--- config.mk ---
export PLATFORM = sky130hd
export DESIGN_NAME = led_btn_axi_slave_flat
export DESIGN_NICKNAME = d
export VERILOG_FILES = /design/src/rtl/led_btn_axi_slave_if.sv /design/src/rtl/led_btn_axi_slave.sv /design/src/flat_wrapper.sv
export SDC_FILE = /design/constraint.sdc
export NUM_CORES = 1
export LEC_CHECK = 0
export BUFFER_PORTS_ARGS = -buffer_cell sky130_fd_sc_hd__buf_2
export CORE_UTILIZATION = 40
export DETAILED_ROUTE_END_ITERATION = 8
export GPL_ROUTABILITY_DRIVEN = 0
export PLACE_DENSITY = 0.77
export SETUP_SLACK_MARGIN = 0.05
export SYNTH_ARGS = -nofsm -noshare
export SYNTH_HDL_FRONTEND = slang
export SYNTH_SLANG_ARGS = --single-unit
--- constraint.sdc ---
create_clock -name clk -period 3.9 [get_ports clk]
set_clock_uncertainty 0.2 [all_clocks]
set_input_delay 0.78 -clock clk [delete_from_list [all_inputs] [get_ports clk]]
set_output_delay 0.78 -clock clk [all_outputs]
set_load 0.01 [all_outputs]
--- src/rtl/led_btn_axi_slave_if.sv ---
// led_btn_axi_slave_if: AXI4-Lite AW/W/B/AR/R channel bundle between PS interconnect and LED/button slave
interface led_btn_axi_slave_if #(
  parameter int DW = 32,
  parameter int AW = 5
);
  logic [AW-1:0]   s_axi_awaddr;
  logic            s_axi_awvalid;
  logic            s_axi_awready;
  logic [DW-1:0]   s_axi_wdata;
  logic [DW/8-1:0] s_axi_wstrb;
  logic            s_axi_wvalid;
  logic            s_axi_wready;
  logic [1:0]      s_axi_bresp;
  logic            s_axi_bvalid;
  logic            s_axi_bready;
  logic [AW-1:0]   s_axi_araddr;
  logic            s_axi_arvalid;
  logic            s_axi_arready;
  logic [DW-1:0]   s_axi_rdata;
  logic [1:0]      s_axi_rresp;
  logic            s_axi_rvalid;
  logic            s_axi_rready;
  modport master (
    output s_axi_awaddr, s_axi_awvalid, s_axi_wdata, s_axi_wstrb, s_axi_wvalid,
           s_axi_bready, s_axi_araddr, s_axi_arvalid, s_axi_rready,
    input  s_axi_awready, s_axi_wready, s_axi_bresp, s_axi_bvalid,
           s_axi_arready, s_axi_rdata, s_axi_rresp, s_axi_rvalid
  );
  modport slave (
    input  s_axi_awaddr, s_axi_awvalid, s_axi_wdata, s_axi_wstrb, s_axi_wvalid,
           s_axi_bready, s_axi_araddr, s_axi_arvalid, s_axi_rready,
    output s_axi_awready, s_axi_wready, s_axi_bresp, s_axi_bvalid,
           s_axi_arready, s_axi_rdata, s_axi_rresp, s_axi_rvalid
  );
endinterface

--- src/rtl/led_btn_axi_slave.sv ---
// led_btn_axi_slave: AXI4-Lite slave holding r0..r7; reads return controller reg_out via latched axi_araddr.
// Option LED_BTN_INTCLR_AUTOCLR_EN makes r3[1] (interrupt clear) a one-cycle self-clearing pulse.
module led_btn_axi_slave #(
  parameter int C_S_AXI_DATA_WIDTH = 32,
  parameter int C_S_AXI_ADDR_WIDTH = 5,
  parameter int OPT_MEM_ADDR_BITS  = 2
) (
  input  logic                          clk,
  input  logic                          resetN,
  led_btn_axi_slave_if.slave            s_axi,
  output logic [C_S_AXI_ADDR_WIDTH-1:0] axi_araddr,
  output logic [C_S_AXI_DATA_WIDTH-1:0] r0, r1, r2, r3, r4, r5, r6, r7,
  input  logic [C_S_AXI_DATA_WIDTH-1:0] reg_out
);
  localparam int ADDR_LSB = C_S_AXI_DATA_WIDTH / 32 + 1;
  localparam int NREG     = 2 ** (OPT_MEM_ADDR_BITS + 1);
  typedef enum logic {W_IDLE, W_RESP} w_state_t;
  typedef enum logic [1:0] {R_IDLE, R_DEC, R_DATA} r_state_t;
  w_state_t w_state;
  r_state_t r_state;
  logic [C_S_AXI_DATA_WIDTH-1:0] regs [NREG];
  logic [OPT_MEM_ADDR_BITS:0]    w_idx;
  logic                          w_hs;
  assign w_idx = s_axi.s_axi_awaddr[ADDR_LSB+OPT_MEM_ADDR_BITS:ADDR_LSB];
  assign w_hs  = s_axi.s_axi_awready & s_axi.s_axi_awvalid & s_axi.s_axi_wready & s_axi.s_axi_wvalid;
  assign s_axi.s_axi_bresp = 2'b00;
  assign s_axi.s_axi_rresp = 2'b00;
  always_ff @(posedge clk) begin
    if (!resetN) begin
      w_state             <= W_IDLE;
      s_axi.s_axi_awready <= 1'b0;
      s_axi.s_axi_wready  <= 1'b0;
      s_axi.s_axi_bvalid  <= 1'b0;
    end else begin
      s_axi.s_axi_awready <= 1'b0;
      s_axi.s_axi_wready  <= 1'b0;
      if (w_state == W_IDLE) begin
        if (w_hs) begin
          s_axi.s_axi_bvalid <= 1'b1;
          w_state            <= W_RESP;
        end else if (s_axi.s_axi_awvalid && s_axi.s_axi_wvalid && !s_axi.s_axi_awready) begin
          s_axi.s_axi_awready <= 1'b1;
          s_axi.s_axi_wready  <= 1'b1;
        end
      end else if (s_axi.s_axi_bready) begin
        s_axi.s_axi_bvalid <= 1'b0;
        w_state            <= W_IDLE;
      end
    end
  end
  // The write loop follows the auto-clear so a coinciding software write to r3 wins.
  always_ff @(posedge clk) begin
    if (!resetN) begin
      for (int i = 0; i < NREG; i++) regs[i] <= '0;
    end else begin
`ifdef LED_BTN_INTCLR_AUTOCLR_EN
      if (regs[3][1]) regs[3][1] <= 1'b0;
`else
`endif
      if (w_hs && w_state == W_IDLE)
        for (int b = 0; b < C_S_AXI_DATA_WIDTH / 8; b++)
          if (s_axi.s_axi_wstrb[b]) regs[w_idx][b*8 +: 8] <= s_axi.s_axi_wdata[b*8 +: 8];
    end
  end
  // R_DEC gives the controller's combinational decode of axi_araddr a full cycle to settle.
  always_ff @(posedge clk) begin
    if (!resetN) begin
      r_state             <= R_IDLE;
      s_axi.s_axi_arready <= 1'b0;
      s_axi.s_axi_rvalid  <= 1'b0;
      s_axi.s_axi_rdata   <= '0;
      axi_araddr          <= '0;
    end else begin
      s_axi.s_axi_arready <= 1'b0;
      case (r_state)
        R_IDLE: begin
          if (s_axi.s_axi_arready && s_axi.s_axi_arvalid) begin
            axi_araddr <= s_axi.s_axi_araddr;
            r_state    <= R_DEC;
          end else if (s_axi.s_axi_arvalid) begin
            s_axi.s_axi_arready <= 1'b1;
          end
        end
        R_DEC: begin
          s_axi.s_axi_rdata  <= reg_out;
          s_axi.s_axi_rvalid <= 1'b1;
          r_state            <= R_DATA;
        end
        default: begin
          if (s_axi.s_axi_rready) begin
            s_axi.s_axi_rvalid <= 1'b0;
            r_state            <= R_IDLE;
          end
        end
      endcase
    end
  end
  assign r0 = regs[0];
  assign r1 = regs[1];
  assign r2 = regs[2];
  assign r3 = regs[3];
  assign r4 = regs[4];
  assign r5 = regs[5];
  assign r6 = regs[6];
  assign r7 = regs[7];
endmodule

--- src/flat_wrapper.sv ---
// flat-port wrapper written by rule: the top's interface ports become plain ports
module led_btn_axi_slave_flat 
#(
  parameter int C_S_AXI_DATA_WIDTH = 32,
  parameter int C_S_AXI_ADDR_WIDTH = 5,
  parameter int OPT_MEM_ADDR_BITS  = 2
)
  (clk, resetN, axi_araddr, r0, r1, r2, r3, r4, r5, r6, r7, reg_out, s_axi_s_axi_awaddr, s_axi_s_axi_awvalid, s_axi_s_axi_wdata, s_axi_s_axi_wstrb, s_axi_s_axi_wvalid, s_axi_s_axi_bready, s_axi_s_axi_araddr, s_axi_s_axi_arvalid, s_axi_s_axi_rready, s_axi_s_axi_awready, s_axi_s_axi_wready, s_axi_s_axi_bresp, s_axi_s_axi_bvalid, s_axi_s_axi_arready, s_axi_s_axi_rdata, s_axi_s_axi_rresp, s_axi_s_axi_rvalid);
  led_btn_axi_slave_if #(.DW(32), .AW(5)) s_axi_i ();
  input  logic clk;
  input  logic resetN;
  output logic [C_S_AXI_ADDR_WIDTH-1:0] axi_araddr;
  output logic [C_S_AXI_DATA_WIDTH-1:0] r0;
  output logic [C_S_AXI_DATA_WIDTH-1:0] r1;
  output logic [C_S_AXI_DATA_WIDTH-1:0] r2;
  output logic [C_S_AXI_DATA_WIDTH-1:0] r3;
  output logic [C_S_AXI_DATA_WIDTH-1:0] r4;
  output logic [C_S_AXI_DATA_WIDTH-1:0] r5;
  output logic [C_S_AXI_DATA_WIDTH-1:0] r6;
  output logic [C_S_AXI_DATA_WIDTH-1:0] r7;
  input  logic [C_S_AXI_DATA_WIDTH-1:0] reg_out;
  input wire logic [$bits(s_axi_i.s_axi_awaddr)-1:0] s_axi_s_axi_awaddr;
  input wire logic [$bits(s_axi_i.s_axi_awvalid)-1:0] s_axi_s_axi_awvalid;
  input wire logic [$bits(s_axi_i.s_axi_wdata)-1:0] s_axi_s_axi_wdata;
  input wire logic [$bits(s_axi_i.s_axi_wstrb)-1:0] s_axi_s_axi_wstrb;
  input wire logic [$bits(s_axi_i.s_axi_wvalid)-1:0] s_axi_s_axi_wvalid;
  input wire logic [$bits(s_axi_i.s_axi_bready)-1:0] s_axi_s_axi_bready;
  input wire logic [$bits(s_axi_i.s_axi_araddr)-1:0] s_axi_s_axi_araddr;
  input wire logic [$bits(s_axi_i.s_axi_arvalid)-1:0] s_axi_s_axi_arvalid;
  input wire logic [$bits(s_axi_i.s_axi_rready)-1:0] s_axi_s_axi_rready;
  output wire logic [$bits(s_axi_i.s_axi_awready)-1:0] s_axi_s_axi_awready;
  output wire logic [$bits(s_axi_i.s_axi_wready)-1:0] s_axi_s_axi_wready;
  output wire logic [$bits(s_axi_i.s_axi_bresp)-1:0] s_axi_s_axi_bresp;
  output wire logic [$bits(s_axi_i.s_axi_bvalid)-1:0] s_axi_s_axi_bvalid;
  output wire logic [$bits(s_axi_i.s_axi_arready)-1:0] s_axi_s_axi_arready;
  output wire logic [$bits(s_axi_i.s_axi_rdata)-1:0] s_axi_s_axi_rdata;
  output wire logic [$bits(s_axi_i.s_axi_rresp)-1:0] s_axi_s_axi_rresp;
  output wire logic [$bits(s_axi_i.s_axi_rvalid)-1:0] s_axi_s_axi_rvalid;
  assign s_axi_i.s_axi_awaddr = s_axi_s_axi_awaddr;
  assign s_axi_i.s_axi_awvalid = s_axi_s_axi_awvalid;
  assign s_axi_i.s_axi_wdata = s_axi_s_axi_wdata;
  assign s_axi_i.s_axi_wstrb = s_axi_s_axi_wstrb;
  assign s_axi_i.s_axi_wvalid = s_axi_s_axi_wvalid;
  assign s_axi_i.s_axi_bready = s_axi_s_axi_bready;
  assign s_axi_i.s_axi_araddr = s_axi_s_axi_araddr;
  assign s_axi_i.s_axi_arvalid = s_axi_s_axi_arvalid;
  assign s_axi_i.s_axi_rready = s_axi_s_axi_rready;
  assign s_axi_s_axi_awready = s_axi_i.s_axi_awready;
  assign s_axi_s_axi_wready = s_axi_i.s_axi_wready;
  assign s_axi_s_axi_bresp = s_axi_i.s_axi_bresp;
  assign s_axi_s_axi_bvalid = s_axi_i.s_axi_bvalid;
  assign s_axi_s_axi_arready = s_axi_i.s_axi_arready;
  assign s_axi_s_axi_rdata = s_axi_i.s_axi_rdata;
  assign s_axi_s_axi_rresp = s_axi_i.s_axi_rresp;
  assign s_axi_s_axi_rvalid = s_axi_i.s_axi_rvalid;
  led_btn_axi_slave #(.C_S_AXI_DATA_WIDTH(C_S_AXI_DATA_WIDTH), .C_S_AXI_ADDR_WIDTH(C_S_AXI_ADDR_WIDTH), .OPT_MEM_ADDR_BITS(OPT_MEM_ADDR_BITS)) u_core (.clk(clk), .resetN(resetN), .s_axi(s_axi_i), .axi_araddr(axi_araddr), .r0(r0), .r1(r1), .r2(r2), .r3(r3), .r4(r4), .r5(r5), .r6(r6), .r7(r7), .reg_out(reg_out));
endmodule
==> summary.txt <==
Outcome
  • Status: finished clean

Drt
  • Starting DRT DRC Count: 460
  • Total routed wirelength: 29600 µm
  • Routed Antenna Nets: 0
  • Vias: 7611
  • DR DRC count: 0
  • Mean number of vias per cell: 4.75
  • Drt first pass iters: 4
  • DR WL/cell: 18.5 µm

Yosys
  • Register bit total from synthesis: 300
  • Mapped Cells: 792
  • Mapped Area: ~12000 µm²
  • Sequential area share after synthesis: 0.728
  • Largest cells by area after synthesis: edfxtp_1, and2_1, dfxtp_1
  • Yosys top cell by area: edfxtp_1
  • Synth warnings: 0
  • Post-synthesis area per instance: between 10 and 15 µm²
  • Ys flop type: edfxtp_1
  • Synth cell types: 32
  • Post-synth EDFFs: 256
  • Asr flop ratio synth: 0
  • Post-synth top area share: 0.653

Floorplan
  • Io pins: 387
  • Row cnt: 62
  • Die W: roughly 170 µm
  • Die area: between 30000 and 40000 µm²
  • Starting Density: 0.408
  • Height of the die: 174 µm
  • Core area: between 20000 and 30000 µm²

Clock network
  • Clk Latency, worst-skew pair: ~0.56 ns
  • CTS root buffer: clkbuf_16
  • TritonCTS clock tree: built
  • Clk pin slew, worst setup/hold paths: 0.06 ns
  • Clk buf depth: 3
  • Number of CTS-inserted buffers: 31
  • Setup repair bufs after CTS: 0
  • Htree depth: 1
  • CTS resizes: 0
  • Hold Buf Count CTS: 0
  • Clock sink count: 300

Timing
  • Worst-Margin Slew: ~1.2 ns
  • Final Hold Fails: 0
  • RSZ-0062 raised after global routing: no
  • Final setup vio count: 0
  • Final hold slack: 0.210 ns
  • FMAX: 351 MHz
  • Post-layout min period: 2.85 ns
  • Slew margin rel.: 0.212
  • Final period util: 0.731
  • Max Slew Vio Count: 0
  • Setup TNS Final: 0 ns

Power and ir drop
  • Switch share: 0.222
  • Sequential power share: 0.504
  • Pint: 0.00555 W
  • Pwr/cell area: 468 nW/µm²
  • Max VDD drop: 0.000351 V
  • Static Leakage: 6.80 nW
  • Clock power share: 0.440
  • Sw Pwr: 0.00158 W
  • Comb pwr share: 0.056

Setup path
  • Worst Path Arrival: approximately 2.9 ns
  • Crit-path max cell delay: around 0.7 ns
  • Worst Setup SP: u_core.w_state
  • R2R Path Start: u_core.w_state
  • Worst Setup End Kind: register
  • Crit-path cells: nand3b_1 > buf_12 > nor3_4 > nand2b_1
  • Critical path's slowest cell: nand3b_1
  • Worst-path maximum fanout: 9
  • CP bufs+invs: 1
  • CP delay by family, top: simple AND/OR/NAND/NOR gates
  • Critical path startpoint category: register
  • WS Path Type: register to register
  • Worst path required time: around 4 ns

Cells and area
  • Final net count: 1276
  • Design area: 15200 µm²
  • Utilization after layout: 0.528
  • Layout area overhead: 29.4%
  • Share of cells above drive strength 1: 0.400

GRT
  • Antenna violations before repair: 3
  • GRT Util Overall: 0.194
  • Vias in the first global route: 7524
  • Largest net degree at the start of global routing: 39
  • First-pass GRT wire length: between 40000 and 50000 µm
  • GR Overflow Total: 0

Flow run
  • Max_cap viols: 0

Placed design
  • Dpl cell area: approximately 14000 µm²
  • PortBufs: 380
  • DPL Wire Length: 21200 µm

Worst hold path
  • Worst min path class: input pin to register
  • Hold_sp: s_axi_s_axi_bready
state kept, by name, indices dropped and copies added (netlist names):
name                        cells
u_core.s_axi.s_axi_rdata       32
u_core.axi_araddr               5
u_core.s_axi.s_axi_bvalid       1
u_core.s_axi.s_axi_rvalid       1
u_core.r_state                  2
u_core.w_state                  1
u_core.regs                   256
u_core.s_axi.s_axi_awready      1
u_core.s_axi.s_axi_arready      1
final timing paths:
kind,end,depth (start not counted),slack (ns)
setup / recovery,u_core.regs[7][23],4,1.05
hold / removal,u_core.s_axi.s_axi_bvalid,2,0.21
setup reg to reg,u_core.regs[7][23],4,1.05
hold reg to reg,u_core.s_axi.s_axi_arready,1,0.24
worst register-to-register path, stage by stage, from the launching register on:
cell      delay, ns
dfxtp_1        0.34
nand3b_1       0.72
buf_12         0.44
nor3_4         0.38
nand2b_1       0.42
cell families after synthesis:
| logic type | Yosys count | share of synthesized area |
|---|---|---|
| AOI/OAI and AO/OA | 44 | 0.0194 |
| buffers and inverters | 27 | 0.0115 |
| DFF | 300 | 0.728 |
| other | 1 | 0.000318 |
| and+or+nand+nor | 420 | 0.241 |
metal layers:
metal / up-vias / part of all wire / track usage
met1: 3609 / 0.39 / 0.227
met2: 371 / 0.50 / 0.343
li1: 3573 / - / -
met5: - / 0.00044 / 0
met4: 2 / 0.028 / 0.0727
met3: 56 / 0.080 / 0.0493
cells in the mapped netlist (2+ instances only):
master	n
a211oi_1	2
o21ai_0	4
nand3_4	4
a21oi_1	35
buf_4	9
nand3b_2	3
nor3_4	32
nor2b_1	2
edfxtp_1	256
and2_1	256
dfxtp_1	44
buf_1	4
nand2_1	70
clkbuf_1	12
nand3_1	5
nor2_1	4
nand2b_1	34
or3b_4	2
stage by stage:
stage	setup WS, ns	total power, W	cells
CTS	1.03	0.00718	1600
finish	1.05	0.00713	1602
floorplan	1.51	0.00383	795
detailed placement	0.582	0.00407	1542
global placement	0.594	0.00406	1542
global route	0.935	0.00731	1602
area by class of cell:
cell class | count | area [µm²]
Multi-Input combinational cell | 468 | 3090
Clock inverter | 26 | 308
Inverter | 2 | 7.51
Clock buffer | 32 | 779
Antenna cell | 2 | 5.00
Tap cell | 384 | 480
Timing Repair Buffer | 388 | 2000
Sequential cell | 300 | 8570
Fill cell | 2403 | 13600
power by group through the flow:
stage	logic (W)	registers, W	clock network (W)
5_1_grt	0.000427	0.00361	0.00328
2_1_floorplan	0.000113	0.00372	0
6_report	0.000399	0.00360	0.00313
4_1_cts	0.000404	0.00360	0.00318
3_3_place_gp	0.000397	0.00366	0
3_5_place_dp	0.000403	0.00366	0
placed cells by master, fill, tap and decap left out, types with 8 or more instances in the layout:
master       n
nand2b_1    34
nand2_1     70
clkinv_2     8
buf_2      380
a21oi_1     35
dfxtp_1     44
edfxtp_1   256
clkbuf_16   31
and2_1     256
nor3_4      32
Power figures use the tool's default switching activity.
